## src/rtl/id_pkg.sv

```systemverilog
// Shared opcodes, instruction field positions and the ID/EX record for the decode stage.
// Record data fields are sized for the widest supported configuration and cut down at the ports.
package id_pkg;

    localparam logic [5:0] OP_RTYPE = 6'b000000;
    localparam logic [5:0] OP_LW    = 6'b100011;
    localparam logic [5:0] OP_SW    = 6'b101011;
    localparam logic [5:0] OP_BEQZ  = 6'b000100;

    localparam int OPC_HI = 31;
    localparam int OPC_LO = 26;
    localparam int RS_HI  = 25;
    localparam int RS_LO  = 21;
    localparam int RT_HI  = 20;
    localparam int RT_LO  = 16;
    localparam int RD_HI  = 15;
    localparam int RD_LO  = 11;
    localparam int IMM_HI = 15;
    localparam int IMM_LO = 0;

    localparam int MAX_DATA_W = 64;
    localparam int MAX_REG_AW = 8;
    localparam int MAX_PC_W   = 64;

    typedef struct packed {
        logic [5:0]            opcode;
        logic [MAX_REG_AW-1:0] rd;
        logic [MAX_DATA_W-1:0] imm;
        logic [MAX_DATA_W-1:0] rs_val;
        logic [MAX_DATA_W-1:0] rt_val;
        logic                  mem_read;
        logic                  mem_write;
        logic                  reg_write;
        logic                  br_taken;
        logic                  illegal;
        logic [MAX_PC_W-1:0]   br_target;
    } id_ex_t;

    function automatic logic uses_rs(input logic [5:0] op);
        return (op == OP_RTYPE) || (op == OP_LW) || (op == OP_SW) || (op == OP_BEQZ);
    endfunction

    function automatic logic uses_rt(input logic [5:0] op);
        return (op == OP_RTYPE) || (op == OP_SW);
    endfunction

endpackage

```

## src/rtl/id_decode.sv

```systemverilog
// Combinational opcode decode: control bits, operand select with write-back bypass,
// sign-extended immediate and branch target.
module id_decode
    import id_pkg::*;
#(
    parameter int DATA_W = 32,
    parameter int REG_AW = 5,
    parameter int PC_W   = 32
) (
    input  logic [31:0]       instr_i,
    input  logic [PC_W-1:0]   pc_i,
    input  logic [DATA_W-1:0] rs_data_i,
    input  logic [DATA_W-1:0] rt_data_i,
    input  logic              wb_en_i,
    input  logic [REG_AW-1:0] wb_addr_i,
    input  logic [DATA_W-1:0] wb_data_i,
    output logic [REG_AW-1:0] rs_addr_o,
    output logic [REG_AW-1:0] rt_addr_o,
    output id_ex_t            dec_o
);

    logic [5:0]        opcode;
    logic [REG_AW-1:0] rd_addr;
    logic [DATA_W-1:0] rs_val;
    logic [DATA_W-1:0] rt_val;
    logic [DATA_W-1:0] imm_ext;
    logic [PC_W-1:0]   imm_pc;
    logic [PC_W-1:0]   target;

    assign opcode    = instr_i[OPC_HI:OPC_LO];
    assign rs_addr_o = REG_AW'(instr_i[RS_HI:RS_LO]);
    assign rt_addr_o = REG_AW'(instr_i[RT_HI:RT_LO]);
    assign rd_addr   = REG_AW'(instr_i[RD_HI:RD_LO]);

    // r0 is hard-wired to zero, so it is never bypassed either.
    assign rs_val = (rs_addr_o == '0) ? '0 :
                    (wb_en_i && (wb_addr_i == rs_addr_o)) ? wb_data_i : rs_data_i;
    assign rt_val = (rt_addr_o == '0) ? '0 :
                    (wb_en_i && (wb_addr_i == rt_addr_o)) ? wb_data_i : rt_data_i;

    assign imm_ext = DATA_W'($signed(instr_i[IMM_HI:IMM_LO]));
    assign imm_pc  = PC_W'($signed(instr_i[IMM_HI:IMM_LO]));
    assign target  = pc_i + PC_W'(4) + (imm_pc << 2);

    always_comb begin
        dec_o           = '0;
        dec_o.opcode    = opcode;
        dec_o.imm       = MAX_DATA_W'(imm_ext);
        dec_o.rs_val    = MAX_DATA_W'(rs_val);
        dec_o.br_target = MAX_PC_W'(target);
        case (opcode)
            OP_RTYPE: begin
                dec_o.rd        = MAX_REG_AW'(rd_addr);
                dec_o.rt_val    = MAX_DATA_W'(rt_val);
                dec_o.reg_write = (rd_addr != '0);
            end
            OP_LW: begin
                dec_o.rd        = MAX_REG_AW'(rt_addr_o);
                dec_o.mem_read  = 1'b1;
                dec_o.reg_write = (rt_addr_o != '0);
            end
            OP_SW: begin
                dec_o.rd        = MAX_REG_AW'(rt_addr_o);
                dec_o.rt_val    = MAX_DATA_W'(rt_val);
                dec_o.mem_write = 1'b1;
            end
            OP_BEQZ: begin
                dec_o.br_taken  = (rs_val == '0);
            end
            default: begin
                dec_o.illegal   = 1'b1;
            end
        endcase
    end

endmodule

```

## src/rtl/id_stage_pipe.sv

```systemverilog
// Registered decode stage: ID/EX register with valid/ready handshake, load-use stall and flush.
// Decode itself lives in id_decode.
module id_stage_pipe
    import id_pkg::*;
#(
    parameter int DATA_W = 32,
    parameter int REG_AW = 5,
    parameter int PC_W   = 32
) (
    input  logic              clk,
    input  logic              reset,
    input  logic              in_valid,
    output logic              in_ready,
    input  logic [31:0]       in_instr,
    input  logic [PC_W-1:0]   in_pc,
    output logic [REG_AW-1:0] rs_addr,
    output logic [REG_AW-1:0] rt_addr,
    input  logic [DATA_W-1:0] rs_data,
    input  logic [DATA_W-1:0] rt_data,
    input  logic              wb_en,
    input  logic [REG_AW-1:0] wb_addr,
    input  logic [DATA_W-1:0] wb_data,
    input  logic              flush,
    output logic              out_valid,
    input  logic              out_ready,
    output logic [5:0]        out_opcode,
    output logic [REG_AW-1:0] out_rd,
    output logic [DATA_W-1:0] out_imm,
    output logic [DATA_W-1:0] out_rs_val,
    output logic [DATA_W-1:0] out_rt_val,
    output logic              out_mem_read,
    output logic              out_mem_write,
    output logic              out_reg_write,
    output logic              out_br_taken,
    output logic [PC_W-1:0]   out_br_target,
    output logic              out_illegal
);

    id_ex_t            dec;
    id_ex_t            ex_q;
    id_ex_t            ex_d;
    logic              valid_q;
    logic              valid_d;
    logic              hazard;
    logic              fire_in;
    logic              fire_out;
    logic [5:0]        in_op;
    logic [REG_AW-1:0] load_rd;

    id_decode #(
        .DATA_W (DATA_W),
        .REG_AW (REG_AW),
        .PC_W   (PC_W)
    ) u_decode (
        .instr_i   (in_instr),
        .pc_i      (in_pc),
        .rs_data_i (rs_data),
        .rt_data_i (rt_data),
        .wb_en_i   (wb_en),
        .wb_addr_i (wb_addr),
        .wb_data_i (wb_data),
        .rs_addr_o (rs_addr),
        .rt_addr_o (rt_addr),
        .dec_o     (dec)
    );

    assign in_op   = in_instr[OPC_HI:OPC_LO];
    assign load_rd = ex_q.rd[REG_AW-1:0];

    // Only sources the incoming opcode actually reads can create a load-use stall.
    assign hazard = valid_q && ex_q.mem_read && (load_rd != '0) &&
                    ((uses_rs(in_op) && (load_rd == rs_addr)) ||
                     (uses_rt(in_op) && (load_rd == rt_addr)));

    assign in_ready = flush || (!hazard && (!valid_q || out_ready));
    assign fire_in  = in_valid && in_ready;
    assign fire_out = valid_q && out_ready;

    always_comb begin
        valid_d = valid_q;
        ex_d    = ex_q;
        if (flush) begin
            valid_d = 1'b0;
        end else if (fire_in) begin
            valid_d = 1'b1;
            ex_d    = dec;
        end else if (fire_out) begin
            valid_d = 1'b0;
        end
    end

    always_ff @(posedge clk or posedge reset) begin
        if (reset) begin
            valid_q <= 1'b0;
            ex_q    <= '0;
        end else begin
            valid_q <= valid_d;
            ex_q    <= ex_d;
        end
    end

    assign out_valid     = valid_q;
    assign out_opcode    = ex_q.opcode;
    assign out_rd        = ex_q.rd[REG_AW-1:0];
    assign out_imm       = ex_q.imm[DATA_W-1:0];
    assign out_rs_val    = ex_q.rs_val[DATA_W-1:0];
    assign out_rt_val    = ex_q.rt_val[DATA_W-1:0];
    assign out_mem_read  = ex_q.mem_read;
    assign out_mem_write = ex_q.mem_write;
    assign out_reg_write = ex_q.reg_write;
    assign out_br_taken  = ex_q.br_taken;
    assign out_br_target = ex_q.br_target[PC_W-1:0];
    assign out_illegal   = ex_q.illegal;

    // Upper record bits beyond the configured widths are intentionally dropped.
    logic unused_ex_bits;
    assign unused_ex_bits = ^ex_q;

endmodule

```

## config.mk

```make
export PLATFORM = sky130hd
export DESIGN_NAME = id_stage_pipe
export DESIGN_NICKNAME = d
export VERILOG_FILES = /design/src/rtl/id_pkg.sv /design/src/rtl/id_decode.sv /design/src/rtl/id_stage_pipe.sv
export SDC_FILE = /design/constraint.sdc
export NUM_CORES = 1
export LEC_CHECK = 0
export CORE_MARGIN = 5
export CORE_UTILIZATION = 40
export DETAILED_ROUTE_END_ITERATION = 7
export PLACE_DENSITY = 0.8
export REMOVE_ABC_BUFFERS = 1
export SKIP_CTS_REPAIR_TIMING = 1
export SLEW_MARGIN = 5
export SYNTH_ARGS = -nofsm -noshare
export SYNTH_HDL_FRONTEND = slang
export SYNTH_SLANG_ARGS = --single-unit
```

## constraint.sdc

```tcl
create_clock -name clk -period 3.95 [get_ports clk]
set_input_delay 0.79 -clock clk [delete_from_list [all_inputs] [get_ports clk]]
set_output_delay 0.79 -clock clk [all_outputs]
set_load 0.03 [all_outputs]
```

==> impl_metrics.env <==
export IMPL_outcome="finished, final reports clean"
export IMPL_path_clk_slew_ns=0.06
export IMPL_final_min_clock_period_ns=3.55
export IMPL_wirelength_um=27500
export IMPL_die_h_um=152
export IMPL_grt_pass1_vias=7532
export IMPL_layoutNonFillerInstCount=1414
export IMPL_globalplace_congestion=0.870
export IMPL_hold_class="reg -> reg"
export IMPL_wl_per_cell_um=19.5
export IMPL_cts_tree="built"
export IMPL_syn_area_um2=8110
export IMPL_drv_slew=0
export IMPL_grt_antenna_before_repair=1
export IMPL_path_max_fanout=3
export IMPL_via_per_inst=5.31
export IMPL_first_iter_violations=356
export IMPL_syn_area_per_cell_um2=9.81
export IMPL_core_area_um2=20100
export IMPL_yosys_area_share_simple_pct=11.7
export IMPL_period_share_pct=89.9
export IMPL_area_growth_pct=51.2
export IMPL_synth_xor_area_share_pct=5.18
export IMPL_startpoint_type="input pin"
export IMPL_dieArea_um2=23200
export IMPL_vias=7506
export IMPL_clock_latency_ns=0.41
export IMPL_cts_buffers=17
export IMPL_worst_setup_path_type="in -> reg"
export IMPL_ys_async_sr_fraction_pct=100
export IMPL_maxSlewHeadroom_pct=39.9
export IMPL_nFillCells=1638
export IMPL_finalSetupViolations=0
export IMPL_pin_count=327
export IMPL_grt_max_degree=70
export IMPL_synthFlopType="dfrtp_1"
export IMPL_worstPathArrival_ns=3.85
export IMPL_synth_top_family_by_area="compound AO/OA/AOI/OAI gates"
export IMPL_drt_pass1_iterations=7
export IMPL_synthAdderAreaFrac_pct=9.04
export IMPL_grt_pass1_wl_um=42500
export IMPL_clock_root_buffer="clkbuf_16"
export IMPL_hold_viol=0
export IMPL_synth_distinct_cells=52
export IMPL_globalRoute_totalOverflow=0
export IMPL_final_common_cell="clkdlybuf4s50_1"
export IMPL_drt_antenna_violating_nets=0
export IMPL_synth_warnings=0
export IMPL_rows=52
export IMPL_grt_use_total_pct=22.9
export IMPL_utilization_pct=61.0
export IMPL_placedCellCount=1381
export IMPL_grt_setup_unrepaired="no"
export IMPL_synthCells=827
export IMPL_final_seq_area_um2=3230
export IMPL_synth_compound_gate_area_share_pct=16.6
export IMPL_route_detailed_drc=0
export IMPL_portBuffers=326
export IMPL_r2r_setup_slack_ns=1.52
export IMPL_tns_ns=0
export IMPL_cts_sinks=129
export IMPL_muxShareOfSynthArea_pct=11.6
export IMPL_cts_htree_levels=4
export IMPL_tightestPinTransition_ns=0.894
export IMPL_synth_edf_count=0
export IMPL_end_kind="flop"
export IMPL_powerDensity_nw_per_um2=429
export IMPL_nets=1359
export IMPL_clock_skew_ns=0.00990
export IMPL_place_hpwl_um=21700
export IMPL_ys_ff_latch=129
export IMPL_max_cap_violations=0
export IMPL_multiInputGateArea_um2=4410
export IMPL_die_x_um=152
export IMPL_final_cell_mix="325 x clkdlybuf4s50_1, 129 x dfrtp_1, 126 x nand2_1"
export IMPL_worst_ep_required_time_ns=4.25
export IMPL_start_util_pct=40.3
export IMPL_drive_gt1_share_pct=8.40
export IMPL_power_leakage_nw=5.03
export IMPL_ys_seq_area_share_pct=39.8
export IMPL_power_ir_vdd_worst_mv=0.315
export IMPL_clk_path_buf_depth=2
export IMPL_fmax_mhz=282
## flip-flops by register name, summed over array words and instances, names as in the netlist
register / count
out_br_taken: 1
out_br_target: 32
out_illegal: 1
out_imm: 16
out_mem_read: 1
out_mem_write: 1
out_opcode: 6
out_rd: 5
out_reg_write: 1
out_rs_val: 32
out_rt_val: 32
out_valid: 1
## power breakdown
part           total (mW)  internal (mW)  switching (mW)
Sequential           1.62           1.51           0.112
Combinational        1.88          0.829            1.05
Clock                1.76           1.14           0.625
Total                5.26           3.48            1.78
## worst paths after layout
check / cells after the start / end / start
max: 11 / out_br_target[27] / in_instr[1]
min: 2 / out_rt_val[0] / out_rt_val[0]
max reg2reg: 10 / out_rs_val[16] / out_rd[4]
min reg2reg: 2 / out_rt_val[0] / out_rt_val[0]
max in group asynchronous: 3 / out_rt_val[1] / reset
min in group asynchronous: 2 / out_br_target[1] / reset
## kinds of logic (layout without fill, tap and decap cells)
kind of cell	Yosys count	in the layout
xor gates and xnor gates	48	48
and+or+nand+nor	216	216
buffers and inverters	80	396
AOI/OAI and AO/OA	207	207
muxes	89	89
adders and majority gates	58	58
DFF	129	129
other	0	1
## worst max-delay path: stages
cell,delay [ns]
clkdlybuf4s50_1,0.42
ha_1,0.30
ha_1,0.25
fa_1,0.43
a211oi_1,0.33
o311a_1,0.25
o2111a_1,0.27
o21ai_2,0.09
a2111oi_0,0.40
nor4_1,0.10
a22o_1,0.21
## cells in the mapped netlist, types with 9 or more instances
cell / instances / area share (%)
nor3_1: 13 / 0.80
nand2_1: 126 / 5.8
xnor2_1: 17 / 1.8
dfrtp_1: 129 / 40
mux2i_1: 64 / 7.9
clkbuf_1: 16 / 0.74
buf_4: 26 / 2.4
o31ai_1: 65 / 6.0
xor2_1: 31 / 3.3
mux2_2: 21 / 2.9
a21oi_1: 31 / 1.9
nand3_1: 9 / 0.56
nor2_1: 28 / 1.3
buf_2: 20 / 1.2
nor4_1: 19 / 1.5
buf_6: 9 / 1.2
ha_1: 57 / 8.8
o21ai_0: 55 / 3.4
## per-stage QoR
step | hold slack, ns | cell area, um^2 | setup slack (ns) | total power [mW]
after detailed placement | 0.466 | 11600 | -0.0286 | 3.52
after CTS | 0.479 | 12300 | 0.393 | 5.31
after global placement | 0.458 | 11600 | 0.0716 | 3.49
after global routing | 0.484 | 12300 | 0.255 | 5.51
final | 0.475 | 12300 | 0.398 | 5.26
after floorplan | 0.663 | 7650 | -2.18 | 2.63
## layout make-up
type,count,share of cell area (%)
multi-input combinational,618,36.0
inverter,8,0.286
clock buffer,19,3.61
timing repair buffer,356,29.3
tap,270,2.75
antenna,1,0.0204
clock inverter,13,1.70
sequential,129,26.3
## routing by layer
layer	GRT usage [%]	share of wire, %
met1	27.0	39
met2	40.4	51
met4	6.38	2.1
met3	7.36	7.9
met5	0	0
Power figures use the tool's default switching activity.
